<file path="config.mk">
export PLATFORM = sky130hd
export DESIGN_NAME = ram_uart_streamer
export DESIGN_NICKNAME = d
export VERILOG_FILES = /design/src/rtl/ram_uart_streamer.sv
export SDC_FILE = /design/constraint.sdc
export NUM_CORES = 1
export LEC_CHECK = 0
export ABC_AREA = 1
export CORE_MARGIN = 1
export CORE_UTILIZATION = 40
export DETAILED_ROUTE_END_ITERATION = 8
export SLEW_MARGIN = 20
export SYNTH_ARGS = -nofsm -noshare
export SYNTH_HDL_FRONTEND = slang
export SYNTH_SLANG_ARGS = --single-unit
</file>
<file path="constraint.sdc">
create_clock -name clock -period 2 [get_ports clock]
set_clock_uncertainty 0.15 [all_clocks]
set_input_delay 0.6 -clock clock [delete_from_list [all_inputs] [get_ports clock]]
set_output_delay 0.6 -clock clock [all_outputs]
set_load 0.02 [all_outputs]
</file>
<file path="src/rtl/ram_uart_streamer.sv">
// rtl/ram_uart_streamer.sv - streams a block of RAM words byte-wise to a UART transmitter
// Reads WORDS words from BASE upward and sends each word LSB byte first.

module ram_uart_streamer #(
    parameter int ADDR_W       = 9,
    parameter int DATA_W       = 8,
    parameter int BASE         = 0,
    parameter int WORDS        = 134,
    parameter int PAUSE_CYCLES = 50000000,
    parameter int CONTINUOUS   = 1
) (
    input  logic              clock,
    input  logic              reset,
    input  logic              start,
    input  logic              abort,
    input  logic              tx_busy,
    input  logic [DATA_W-1:0] q_ram,
    output logic [ADDR_W-1:0] a_ram,
    output logic              clock_ram,
    output logic              tx_start,
    output logic [7:0]        tx_data,
    output logic              busy,
    output logic              done
);

    localparam int BYTES = DATA_W / 8;
    localparam int IDX_W = (WORDS > 1) ? $clog2(WORDS) : 1;
    localparam int B_W   = (BYTES > 1) ? $clog2(BYTES) : 1;
    localparam int CNT_W = (PAUSE_CYCLES > 1) ? $clog2(PAUSE_CYCLES) : 1;

    localparam logic [IDX_W-1:0]  LAST_IDX  = IDX_W'(WORDS - 1);
    localparam logic [B_W-1:0]    LAST_BYTE = B_W'(BYTES - 1);
    localparam logic [CNT_W-1:0]  LAST_CNT  = (PAUSE_CYCLES > 1) ? CNT_W'(PAUSE_CYCLES - 1) : '0;
    localparam logic [ADDR_W-1:0] BASE_A    = ADDR_W'(BASE);

    typedef enum logic [3:0] {
        S_IDLE,
        S_SET_ADDR,
        S_READ,
        S_LATCH,
        S_SEND,
        S_GUARD,
        S_WAIT_TX,
        S_NEXT,
        S_PAUSE
    } state_t;

    state_t              state_q, state_d;
    logic [IDX_W-1:0]    idx_q, idx_d;
    logic [B_W-1:0]      byte_q, byte_d;
    logic [CNT_W-1:0]    cnt_q, cnt_d;
    logic                abort_q, abort_d;
    logic [DATA_W-1:0]   word_q, word_d;
    logic [ADDR_W-1:0]   a_ram_q, a_ram_d;
    logic                clock_ram_q, clock_ram_d;
    logic                tx_start_q, tx_start_d;
    logic [7:0]          tx_data_q, tx_data_d;
    logic                busy_q, busy_d;
    logic                done_q, done_d;
    logic                abort_pend;

    always_comb begin
        state_d    = state_q;
        idx_d      = idx_q;
        byte_d     = byte_q;
        cnt_d      = cnt_q;
        word_d     = word_q;
        abort_pend = abort_q | abort;

        case (state_q)
            S_IDLE: begin
                if (start && !abort) begin
                    state_d = S_SET_ADDR;
                    idx_d   = '0;
                    byte_d  = '0;
                end
            end
            S_SET_ADDR: state_d = abort_pend ? S_IDLE : S_READ;
            S_READ:     state_d = S_LATCH;
            S_LATCH: begin
                word_d  = q_ram;
                byte_d  = '0;
                state_d = S_SEND;
            end
            S_SEND:     state_d = S_GUARD;
            S_GUARD:    state_d = S_WAIT_TX;
            S_WAIT_TX: begin
                // An abort only takes effect once the byte on the wire has finished.
                if (!tx_busy) begin
                    if (abort_pend) begin
                        state_d = S_IDLE;
                    end else if (byte_q != LAST_BYTE) begin
                        byte_d  = byte_q + 1'b1;
                        word_d  = word_q >> 8;
                        state_d = S_SEND;
                    end else begin
                        state_d = S_NEXT;
                    end
                end
            end
            S_NEXT: begin
                if (idx_q != LAST_IDX) begin
                    idx_d   = idx_q + 1'b1;
                    state_d = S_SET_ADDR;
                end else begin
                    idx_d   = '0;
                    cnt_d   = '0;
                    state_d = (CONTINUOUS != 0) ? S_PAUSE : S_IDLE;
                end
            end
            S_PAUSE: begin
                if (abort_pend) begin
                    state_d = S_IDLE;
                end else if ((PAUSE_CYCLES <= 1) || (cnt_q == LAST_CNT)) begin
                    state_d = S_SET_ADDR;
                end else begin
                    cnt_d = cnt_q + 1'b1;
                end
            end
            default: state_d = S_IDLE;
        endcase

        // Outputs are decoded from the next state so they are registered yet line up with it.
        abort_d     = (state_d == S_IDLE) ? 1'b0 : abort_pend;
        clock_ram_d = (state_d == S_READ);
        tx_start_d  = (state_d == S_SEND);
        busy_d      = (state_d != S_IDLE);
        done_d      = (state_d == S_NEXT) && (idx_d == LAST_IDX);
        a_ram_d     = (state_d == S_SET_ADDR) ? (BASE_A + ADDR_W'(idx_d)) : a_ram_q;
        tx_data_d   = (state_d == S_SEND) ? word_d[7:0] : tx_data_q;
    end

    always_ff @(posedge clock or negedge reset) begin
        if (!reset) begin
            state_q     <= S_IDLE;
            idx_q       <= '0;
            byte_q      <= '0;
            cnt_q       <= '0;
            abort_q     <= 1'b0;
            word_q      <= '0;
            a_ram_q     <= '0;
            clock_ram_q <= 1'b0;
            tx_start_q  <= 1'b0;
            tx_data_q   <= '0;
            busy_q      <= 1'b0;
            done_q      <= 1'b0;
        end else begin
            state_q     <= state_d;
            idx_q       <= idx_d;
            byte_q      <= byte_d;
            cnt_q       <= cnt_d;
            abort_q     <= abort_d;
            word_q      <= word_d;
            a_ram_q     <= a_ram_d;
            clock_ram_q <= clock_ram_d;
            tx_start_q  <= tx_start_d;
            tx_data_q   <= tx_data_d;
            busy_q      <= busy_d;
            done_q      <= done_d;
        end
    end

    assign a_ram     = a_ram_q;
    assign clock_ram = clock_ram_q;
    assign tx_start  = tx_start_q;
    assign tx_data   = tx_data_q;
    assign busy      = busy_q;
    assign done      = done_q;

endmodule
</file>
# Word-level counts from Yosys, hierarchy flattened
# Index checks and enable logic that the tools add are counted.
[word_totals]
wordCells = 73
ff_bits = 68
inputBits = 13
out_inout_bits = 21
[classes]
muxes = 26
n_eq_ne = 21
n_reduce_logical = 10
bitwise_logic = 1
addsub = 3
[ops]
columns = ["operator", "n"]
rows = [
  ["26-bit 2-to-1 mux", 3],
  ["26-bit one-hot mux with 2 select lines", 1],
  ["8-bit 2-to-1 mux", 5],
  ["4-bit one-hot mux with 9 select lines", 1],
  ["8-bit one-hot mux with 2 select lines", 2],
  ["26-bit by 1-bit adder with 26-bit output (second input constant)", 1],
  ["26-bit equality test (second input constant)", 1],
  ["4-bit by 3-bit equality test with 1-bit output (second input constant)", 6],
  ["4-bit 2-to-1 mux", 5],
  ["4-bit by 2-bit equality test with 1-bit output (second input constant)", 3],
  ["2-bit inequality test (second input constant)", 6],
  ["8-bit by 1-bit adder with 8-bit output (second input constant)", 1],
  ["4-bit by 1-bit equality test with 1-bit output (second input constant)", 2],
  ["8-bit equality test (second input constant)", 1],
  ["4-bit logical NOT", 2],
  ["8-bit inequality test (second input constant)", 1],
  ["4-bit AND reduction", 2],
  ["1-bit 2-to-1 mux", 5],
  ["4-bit equality test (second input constant)", 1],
  ["2-bit 2-to-1 mux", 2],
  ["4-bit nonzero test", 1],
  ["3-bit 2-to-1 mux", 1],
  ["1-bit one-hot mux with 3 select lines", 1],
  ["3-bit nonzero test", 1],
  ["5 further kinds", 6],
]

# Depth between registers and ports, before layout
[logic_depth]
ltp_word = 6
ltp_mapped = 12
ltp_nobuf = 12

# Least setup slack after synthesis
# OpenSTA, ideal clock, no wires.
[synth_path]
path_kind = "flip-flop to flip-flop"
start = "register cnt_q[0]"
end = "register cnt_q[11]"
arrival_ps = 1518
path_stages_with_launch = 12
setup_time_ps = 119
synth_period_minus_slack_ps = 1787
setup_slack_ps = 213
required_time_ps = 1731
n_path_buf = 1
cell_sequence = "dfrtp_1 > ha_1 > nand3_1 > inv_2 > nand2_2 > nor2_2 > nand2_2 > nand3_4 > nand2_4 > buf_8 > a21oi_1 > nor2_1"
[synth_via]
elab_chain_cells = 4
elab_cells_between_ends = 7
cone_classes = "add/sub: 1; eq/ne: 2; mux: 3; reduce/logical: 1"
[synth_lines]
columns = ["item", "line", "text"]
rows = [
  ["start: declaration", "51", "logic [CNT_W-1:0] cnt_q, cnt_d;"],
  ["start signal: assignment", "151", "cnt_q <= cnt_d;"],
  ["26-bit by 1-bit adder with 26-bit output", "117", "cnt_d = cnt_q + 1'b1;"],
  ["26-bit 2-to-1 mux", "114", "end else if ((PAUSE_CYCLES <= 1) || (cnt_q == LAST_CNT)) begin"],
  ["26-bit 2-to-1 mux", "112", "if (abort_pend) begin"],
  ["26-bit one-hot mux with 2 select lines", "70", "case (state_q)"],
]
# Several ways; a longest one is shown, not always the timed one. The select of a mux whose other input is x is not followed.
# A chain may end at the register's enable or synchronous reset.

# Final worst setup path
[layout_path]
start = "register cnt_q[0]"
end = "register a_ram_q[3], in the netlist a_ram[3]"
[layout_via]
elab_chain_cells = 5
[layout_lines]
columns = ["item", "line", "text"]
rows = [
  ["26-bit equality test", "114", ""],
  ["4-bit 2-to-1 mux", "114", ""],
  ["4-bit 2-to-1 mux", "112", ""],
  ["4-bit one-hot mux with 9 select lines", "70", ""],
  ["4-bit by 1-bit equality test with 1-bit output", "129", "a_ram_d = (state_d == S_SET_ADDR) ? (BASE_A + ADDR_W'(idx_d)) : a_ram_q;"],
  ["end signal: assignment", "154", "a_ram_q <= a_ram_d;"],
  ["end: declaration", "54", "logic [ADDR_W-1:0] a_ram_q, a_ram_d;"],
]
# Every way passes these cells.

==> metrics.cfg <==
[outcome]
outcome = finished clean

[power]
peakVddDrop_v = 0.000577
pwr_density_cell_mw_per_mm2 = 975
p_leak_nw = 2.16

[routing]
vias = 3250
routed_wl_um = 8550
drt_iter0_markers = 114
remaining_drc_errors = 0
wl_per_cell_um = 13.3
vias_per_cell = 5.07
drt_pass1_iterations = 4
final_antenna_net_count = 0

[final_layout]
area_delta_synth_final_pct = 25.5
nNetsFinal = 548
insertedDiodeCount = 0
drive_above_1_share_pct = 17.5
final_util_pct = 52.8
num-fill-cells = 796

[synthesis]
synth-async-reset-ratio_pct = 100
syn-cell-area_sq_mm = 0.00352
yosysTopAreaCell = dfrtp_1
seq_area_frac_synth_pct = 41.9
synth.avg_cell_area_sq_um = 7.55
ys.flop_type = dfrtp_1
ys_seq_elements = 59
syn_nets = 483
yosys-top-cells-count = nand2_1, dfrtp_1, nor2_1
yosys_warnings = 0
synth_edf_count = 0
yosysMostFrequentCell = nand2_1
syn_inst = 467
ys_types = 36
synth_top_area_share_pct = 41.9
synthTopCellsByArea = dfrtp_1, nand2_1, nor2_1

[global_routing]
grt_pass1_wl_um = 13900
antenna_found_initial = 0
grt-ovfl-total = 0
grt_pass1_vias = 3015
grt_max_degree = 47
grt_usage_pct = 20.0

[worst_setup_path]
cp.arrival_ns = 2.05
reg2reg_from = cnt_q[0]
cp.required_ns = 2.13
cpPeakStageDelay_ns = 0.40
r2r-end = a_ram[3]
cp.depth = 11
cp_common_cell = nand2_2
start_kind = flip-flop
crit_fanout = 8
slowest_stage = dfrtp_1
setup.worst_path.class = reg2reg
crit_family = simple AND/OR/NAND/NOR gates
r2r_slack_ns = 0.08
path_cells = ha_2, nand3_2, inv_2, nand2_2, nor2_2, nand2_2, nand2_2, nand2_4, a21oi_4, nand3_1, nand2_1
cp_num_buf_inv = 1
cp-end-kind = flip-flop
reg2regPathDepth = 11

[clock_tree]
cts-root-buf = clkbuf_8
clk_latency_ns = 0.34
clk_pin_slew_ns = 0.07
cts-htree-levels = 3
cts_buffer_depth = 2
holdBufCountCts = 0
cts_sinks = 59
cts_tree = yes
cts_inserted_buffers = 9

[floorplan]
dieHeight_um = 95.9
fp-row-count = 33
die-area_sq_mm = 0.00919
core_sq_mm = 0.00838
io-pin-count = 34
start_util_pct = 42.1
die_width_um = 95.9

[sta]
slew_violations = 0
setup_violations = 0
fmax_ghz = 0.522
setup_slack_ns = 0.0837
setup-tns-final_ns = 0
fin_crit_ns = 1.92
rsz0062_at_grt = true
fin_crit_sh_pct = 95.8
finalHoldViolCount = 0

[placement]
port_buffers = 32
gp_routability_congestion = 0.924
dp_slack_ns = -0.336
hpwlAfterDp_um = 6260

[job]
cap_violations = 0

[worst_hold_path]
hp-class = in2async

[per-layer routing]
| metal | share of wire [%] | global-route usage, % |
|---|---|---|
| met3 | 3.9 | 3.32 |
| met4 | 1.8 | 8.46 |
| met2 | 49 | 33.9 |
| met5 | 0 | 0 |
| met1 | 45 | 25.1 |
[kinds of logic (layout without fill, tap and decap cells)]
logic type      Yosys count  in the layout  synth area share, %
compound gates           43             43                 7.49
xor+xnor                 10             10                 2.49
fa+ha+maj                 3              3                 1.07
buf+inv                  63            131                 7.84
flops                    59             59                 41.9
other cells               1              1                0.106
simple gates            288            289                 39.1
[where the power goes]
group          switching [mW]  leakage [nW]  internal (mW)
sequential              0.158         0.793           1.43
clock                   0.471        0.0995          0.636
combinational            1.01          1.27          0.606
total                    1.64          2.16           2.67
[worst max path at each step]
stage / to / start
3_3_place_gp: done / abort
5_1_grt: a_ram[5] / cnt_q[0]
4_1_cts: done / abort
2_1_floorplan: cnt_q[11] / cnt_q[0]
6_report: a_ram[3] / cnt_q[0]
3_5_place_dp: done / abort
[state kept, by name (all words and copies together), names as in the netlist]
name	flops
idx_q	8
done	1
clock_ram	1
tx_start	1
abort_q	1
state_q	4
cnt_q	26
a_ram	8
busy	1
tx_data	8
[cell type report]
type | count | area, sq um | share of cell area, %
Clock buffer | 13 | 159 | 3.59
Clock inverter | 2 | 35.0 | 0.792
Inverter | 55 | 211 | 4.78
Multi-Input combinational cell | 346 | 1870 | 42.3
Sequential cell | 59 | 1480 | 33.4
Tap cell | 105 | 131 | 2.97
Timing Repair Buffer | 60 | 532 | 12.0
Timing Repair inverter | 1 | 5.00 | 0.113
[worst reg2reg max path: stages, from the launching register on]
cell     delay [ns]
dfrtp_1        0.40
ha_2           0.21
nand3_2        0.08
inv_2          0.09
nand2_2        0.06
nor2_2         0.09
nand2_2        0.11
nand2_2        0.10
nand2_4        0.07
a21oi_4        0.30
nand3_1        0.13
nand2_1        0.09
[layout by cell type (no fill, tap or decap), drive strengths merged]
| master | instances |
|---|---|
| buf | 29 |
| nor3 | 9 |
| xor2 | 9 |
| o21bai | 8 |
| o21ai | 24 |
| nand3 | 47 |
| clkdlybuf4s50 | 10 |
| inv | 54 |
| nor4 | 1 |
| nand4 | 16 |
| bufinv | 1 |
| dlymetal6s2s | 1 |
| xnor2 | 1 |
| conb | 1 |
| dfrtp | 59 |
| nor2 | 63 |
| dlygate4sd2 | 20 |
| a21oi | 10 |
| nand2 | 151 |
| clkinv | 3 |
| nand3b | 2 |
| o211ai | 1 |
| ha | 3 |
| clkbuf | 13 |
[repair_timing]
| item | CTS | global route |
|---|---|---|
| gates cloned | 0 | 2 |
| endpoints found under the setup margin | 20 | 23 |
| gates resized for setup | 20 | 24 |
| buffers inserted | 0 | 2 |
| pin swaps | 0 | 8 |
[metrics by stage]
step | cell area [sq um] | hold slack (ns) | total power, mW | instances
floorplan | 3520 | 0.154 | 2.56 | 467
global placement | 4120 | 0.314 | 3.22 | 622
detailed placement | 4120 | 0.316 | 3.23 | 622
CTS | 4290 | 0.0156 | 4.24 | 637
global route | 4420 | 0.0435 | 4.57 | 641
finish | 4420 | 0.0125 | 4.31 | 641
No activity file was read; power rests on OpenSTA's default activity.
==> edit 1, RTL diff (config.mk and constraints unchanged) <==
The parameter `WORDS` goes from 134 to 268.
--- a/src/rtl/ram_uart_streamer.sv
+++ b/src/rtl/ram_uart_streamer.sv
@@ -5,7 +5,7 @@
     parameter int ADDR_W       = 9,
     parameter int DATA_W       = 8,
     parameter int BASE         = 0,
-    parameter int WORDS        = 134,
+    parameter int WORDS        = 268,
     parameter int PAUSE_CYCLES = 50000000,
     parameter int CONTINUOUS   = 1
 ) (
Behaviour: no difference found for any inputs over 10 cycles, from zero or initial values and one cycle with reset low; that may be too few to reach the edited logic, so the function may still have changed.
==> edit 1 against the unedited design <==
- the flow now finishes with violations (design-rule violations)
- die area is 4.9% higher
- combinational power is 22% higher
- design area is 11% higher
- worst setup slack worse by 0.041 ns
- global-route usage is 1.8 points higher
- total power is 8.3% higher
- sequential cell count is 2 higher
- routed wire length is 19% higher
- area after synthesis is 5.0% higher
==> edit 1: results (changes against the unedited design) <==
metric	value	unit	change
status	finished, violations left		
violations	design-rule violations		
layout-drive-gt1-share	26.6	%	+9.1 points
largest_register_ffs	26		unchanged
syn_nets	506		+4.8%
synth_commonest_cells	156 x nand2_1, 61 x dfrtp_1, 57 x nor2_1		
nets	604		+10%
drc	4		+4
holdCritPathClass	reg2reg		
dp_hpwl	7560	µm	+21%
antenna_found_initial	0		unchanged
ys_types	40		+11%
ir_worst_vdd	0.652	mV	+13%
synth_edf_count	0		unchanged
worstHoldStart	tx_data[6]		
htree_levels	3		unchanged
drt_pre_antenna_iters	7		+3
reg2reg_to	cnt_q[5]		
r2r_cells	13		+2
ctsLongestPathBuffers	2		unchanged
min_to	tx_data[6]		
ys.flop_type	dfrtp_1		
whs_path_depth	2		
drt_iter0_markers	168		+47%
antenna_cells	0		unchanged
cp.arrival	2.05	ns	about the same
cp_max_fo	8		unchanged
rrSetupSlack	0.04	ns	-0.04 ns
regMostFlops	cnt_q		
routabilityCongestion	0.927		+0.32%
wl	10100	µm	+19%
clk_pin_slew	0.07	ns	about the same
synth_async_sr_flop_share	100	%	unchanged
grt_max_degree	30		-36%
grt_usage	21.8	%	+1.8 points
grt_pass1_wl	16600	µm	+20%
via_per_inst	5.00		-1.3%
leakage	2.37	nW	+9.7%
yosysSeqAreaShare	41.2	%	-0.66 points
cts-buffers-inserted	9		unchanged
clock_latency	0.34	ns	about the same
grt_pass1_vias	3465		+15%
relSlewSlack	78.3	%	
cp-startpoint	cnt_q[1]		
numPortBuffers	33		+3.1%
yosys_warnings	0		unchanged
root_buffer	clkbuf_8		
ys_top_cells_by_area	dfrtp_1 41%, nand2_1 16%, nor2_1 5.8%, nand3_1 4.9%, inv_1 4.3%		
-- edit 1: cell count changes after synthesis, moves of 5 or more --
| cell | delta |
|---|---|
| o31ai_1 | +11 |
| inv_1 | -6 |
| o21ai_1 | -16 |
| nand2_1 | +17 |
| o21bai_1 | -8 |
| o21ai_0 | +5 |
| nand4_1 | +7 |
| nand3_1 | -5 |
-- edit 1: worst max path at each step --
stage | end | depth (start not counted)
3_5_place_dp | a_ram[1] | 11
6_report | cnt_q[5] | 13
2_1_floorplan | a_ram[0] | 12
5_1_grt | cnt_q[5] | 13
4_1_cts | done | 11
3_3_place_gp | done | 11
-- edit 1: area by class of cell --
cell class	count	area, µm²
Multi-Input combinational cell	365	1990
Tap cell	108	135
Fill cell	860	3920
Sequential cell	61	1530
Clock inverter	5	36.3
Clock buffer	11	141
Timing Repair Buffer	101	885
Inverter	51	206
-- edit 1: kinds of logic after synthesis --
kind of cell	synth area share, %
buffers and inverters	8.21
flip-flops	41.2
XOR/XNOR	3.08
AND/OR/NAND/NOR	39.7
adder cells (fa/ha/maj)	0.676
AO/OA/AOI/OAI	7.06
-- edit 1: per-layer routing --
metal	vias to the layer above	part of all wire (%)	track usage, %
met2	94	46	34.5
met3	14	4.9	3.79
met1	1625	48	30.3
li1	1780	-	-
met5	-	0	0
met4	0	1.4	7.35
-- edit 1: report_power, final --
group	total (mW)	switching, mW	internal [mW]
sequential	1.69	0.197	1.49
combinational	1.98	1.17	0.810
clock	1.01	0.523	0.483
-- edit 1: stage by stage --
stage | hold slack [ns] | setup WS [ns] | instance area, µm² | cells | util (%)
2_1_floorplan | 0.154 | 0.161 | 3700 | 491 | -
3_3_place_gp | 0.305 | -0.364 | 4530 | 675 | 51.2
3_5_place_dp | 0.313 | -0.374 | 4530 | 675 | 51.2
4_1_cts | 0.327 | 0.00991 | 4690 | 692 | 53.0
5_1_grt | 0.352 | -0.112 | 4930 | 702 | 55.7
6_report | 0.322 | 0.0425 | 4930 | 702 | 55.7
-- edit 1: worst max-delay path: stages, from the launching register on --
cell,delay (ns)
dfrtp_1,0.37
ha_2,0.20
nand2_2,0.08
nor2_4,0.19
nand2_2,0.08
nor2_2,0.08
nand2_1,0.08
nand2_1,0.06
nand2_1,0.06
nand2_2,0.12
buf_12,0.15
buf_12,0.13
nand2_1,0.05
o31ai_1,0.06
-- edit 1: what timing repair did --
action	4_1_cts	5_1_grt
pin swaps	0	13
hold endpoints to repair	8	0
gates resized for setup	22	47
hold buffers	1	0
setup endpoints to repair	27	37
setup buffers	0	9
cloned	0	1
==> edit 2, RTL diff (config.mk and constraints unchanged) <==
Made on the original files. Re-encode `state_t` (9 states) as one-hot, 9 bits wide.
--- a/src/rtl/ram_uart_streamer.sv
+++ b/src/rtl/ram_uart_streamer.sv
@@ -33,16 +33,16 @@
     localparam logic [CNT_W-1:0]  LAST_CNT  = (PAUSE_CYCLES > 1) ? CNT_W'(PAUSE_CYCLES - 1) : '0;
     localparam logic [ADDR_W-1:0] BASE_A    = ADDR_W'(BASE);
 
-    typedef enum logic [3:0] {
-        S_IDLE,
-        S_SET_ADDR,
-        S_READ,
-        S_LATCH,
-        S_SEND,
-        S_GUARD,
-        S_WAIT_TX,
-        S_NEXT,
-        S_PAUSE
+    typedef enum logic [8:0] {
+        S_IDLE     = 9'b000000001,
+        S_SET_ADDR = 9'b000000010,
+        S_READ     = 9'b000000100,
+        S_LATCH    = 9'b000001000,
+        S_SEND     = 9'b000010000,
+        S_GUARD    = 9'b000100000,
+        S_WAIT_TX  = 9'b001000000,
+        S_NEXT     = 9'b010000000,
+        S_PAUSE    = 9'b100000000
     } state_t;
 
     state_t              state_q, state_d;
Formal check against the unedited RTL: no difference found for any inputs over 10 cycles, from zero or initial values and one cycle with reset low; not proved beyond that.
==> edit 2 against the unedited design <==
- worst setup slack lost 0.039 ns
- routed wire length increased by 27%
- largest cell class unchanged
- largest power group is now registers
- sequential share of layout area fell by 2.6 points
- total power down 13%
- synthesized cell count grew 18%
- area after synthesis up 12%
- design area increased by 18%
- sequential cell count rose by 5
- critical path type unchanged
==> edit 2: results (changes against the unedited design) <==
metric	value	unit	change
status	complete, no violations		
ir_worst_vdd	0.561	mV	-2.9%
synth_compound_area_share	2.82	%	-4.7 points
synthMuxAreaShare	0	%	unchanged
clock_latency	0.36	ns	+0.02 ns
stdcell_count	772		+20%
crit_type	reg2reg		
slowest_delay	0.36	ns	-0.04 ns
root_buffer	clkbuf_8		
dpl_cell_area	4650	µm²	+13%
dp_cells	738		+19%
grt_util_met2	38.5	%	+4.6 points
nets	654		+19%
slowest_stage	dfrtp_1		
routed-via-count	3816		+17%
endpoint	cnt_q[20]		
ctsResizeCount	21		+5.0%
grt_pass1_vias	3726		+24%
cp_max_fo	9		+1
wl	10900	µm	+27%
syn_nets	566		+17%
yosys_warnings	0		unchanged
synthAdderAreaFrac	0.951	%	-0.11 points
routabilityCongestion	0.921		-0.35%
synth_xor_area_share	3.77	%	+1.3 points
post_cts_buffers	0		unchanged
layout-drive-gt1-share	23.6	%	+6.1 points
dp_hpwl	7590	µm	+21%
wl_met1	4760	µm	+23%
clk_pin_slew	0.07	ns	about the same
leakage	2.49	nW	+15%
synthCells	550		+18%
met3_usage	4.14	%	+0.82 points
p_int	2.57	mW	-3.7%
drt_iter0_markers	118		+3.5%
grt_pass1_wl	17500	µm	+26%
rrSetupSlack	0.05	ns	-0.04 ns
r2r_cells	11		unchanged
hold_ws	0.0967	ns	+0.0842 ns
grt_usage	22.1	%	+2.2 points
grt_max_degree	65		+38%
yosysSeqAreaShare	40.6	%	-1.3 points
r2r-start	cnt_q[1]		
dr_wl_met2	5400	µm	+29%
wl_met3	385	µm	+15%
gr-usage-met1	26.9	%	+1.8 points
antenna_cells	0		unchanged
synth_commonest_cells	173 x nand2_1, 85 x nor2_1, 63 x dfrtp_1		
ys_types	40		+11%
ys_top_cells_by_area	dfrtp_1 40%, nand2_1 16%, nor2_1 8.1%, nand3_1 5.7%, inv_1 4.6%		
==> edit 2: layout make-up <==
cell class,count,area (µm²)
Clock buffer,12,165
Clock inverter,4,75.1
Fill cell,934,4200
Inverter,56,231
Multi-Input combinational cell,422,2210
Sequential cell,64,1610
Tap cell,129,161
Timing Repair Buffer,85,768
==> edit 2: power groups by stage <==
stage | clock, mW | combinational (mW) | sequential (mW)
2_1_floorplan | 0 | 0.413 | 1.61
3_3_place_gp | 0 | 0.863 | 1.54
3_5_place_dp | 0 | 0.868 | 1.54
4_1_cts | 1.38 | 0.822 | 1.51
5_1_grt | 1.43 | 0.994 | 1.53
6_report | 1.34 | 0.907 | 1.51
==> edit 2: metrics by stage <==
| stage | setup slack, ns | setup TNS [ns] |
|---|---|---|
| finish | 0.0450 | 0 |
| global route | -0.0526 | -0.862 |
| CTS | 0.00955 | 0 |
| detailed placement | -0.294 | -6.31 |
| global placement | -0.269 | -5.71 |
| floorplan | 0.102 | 0 |
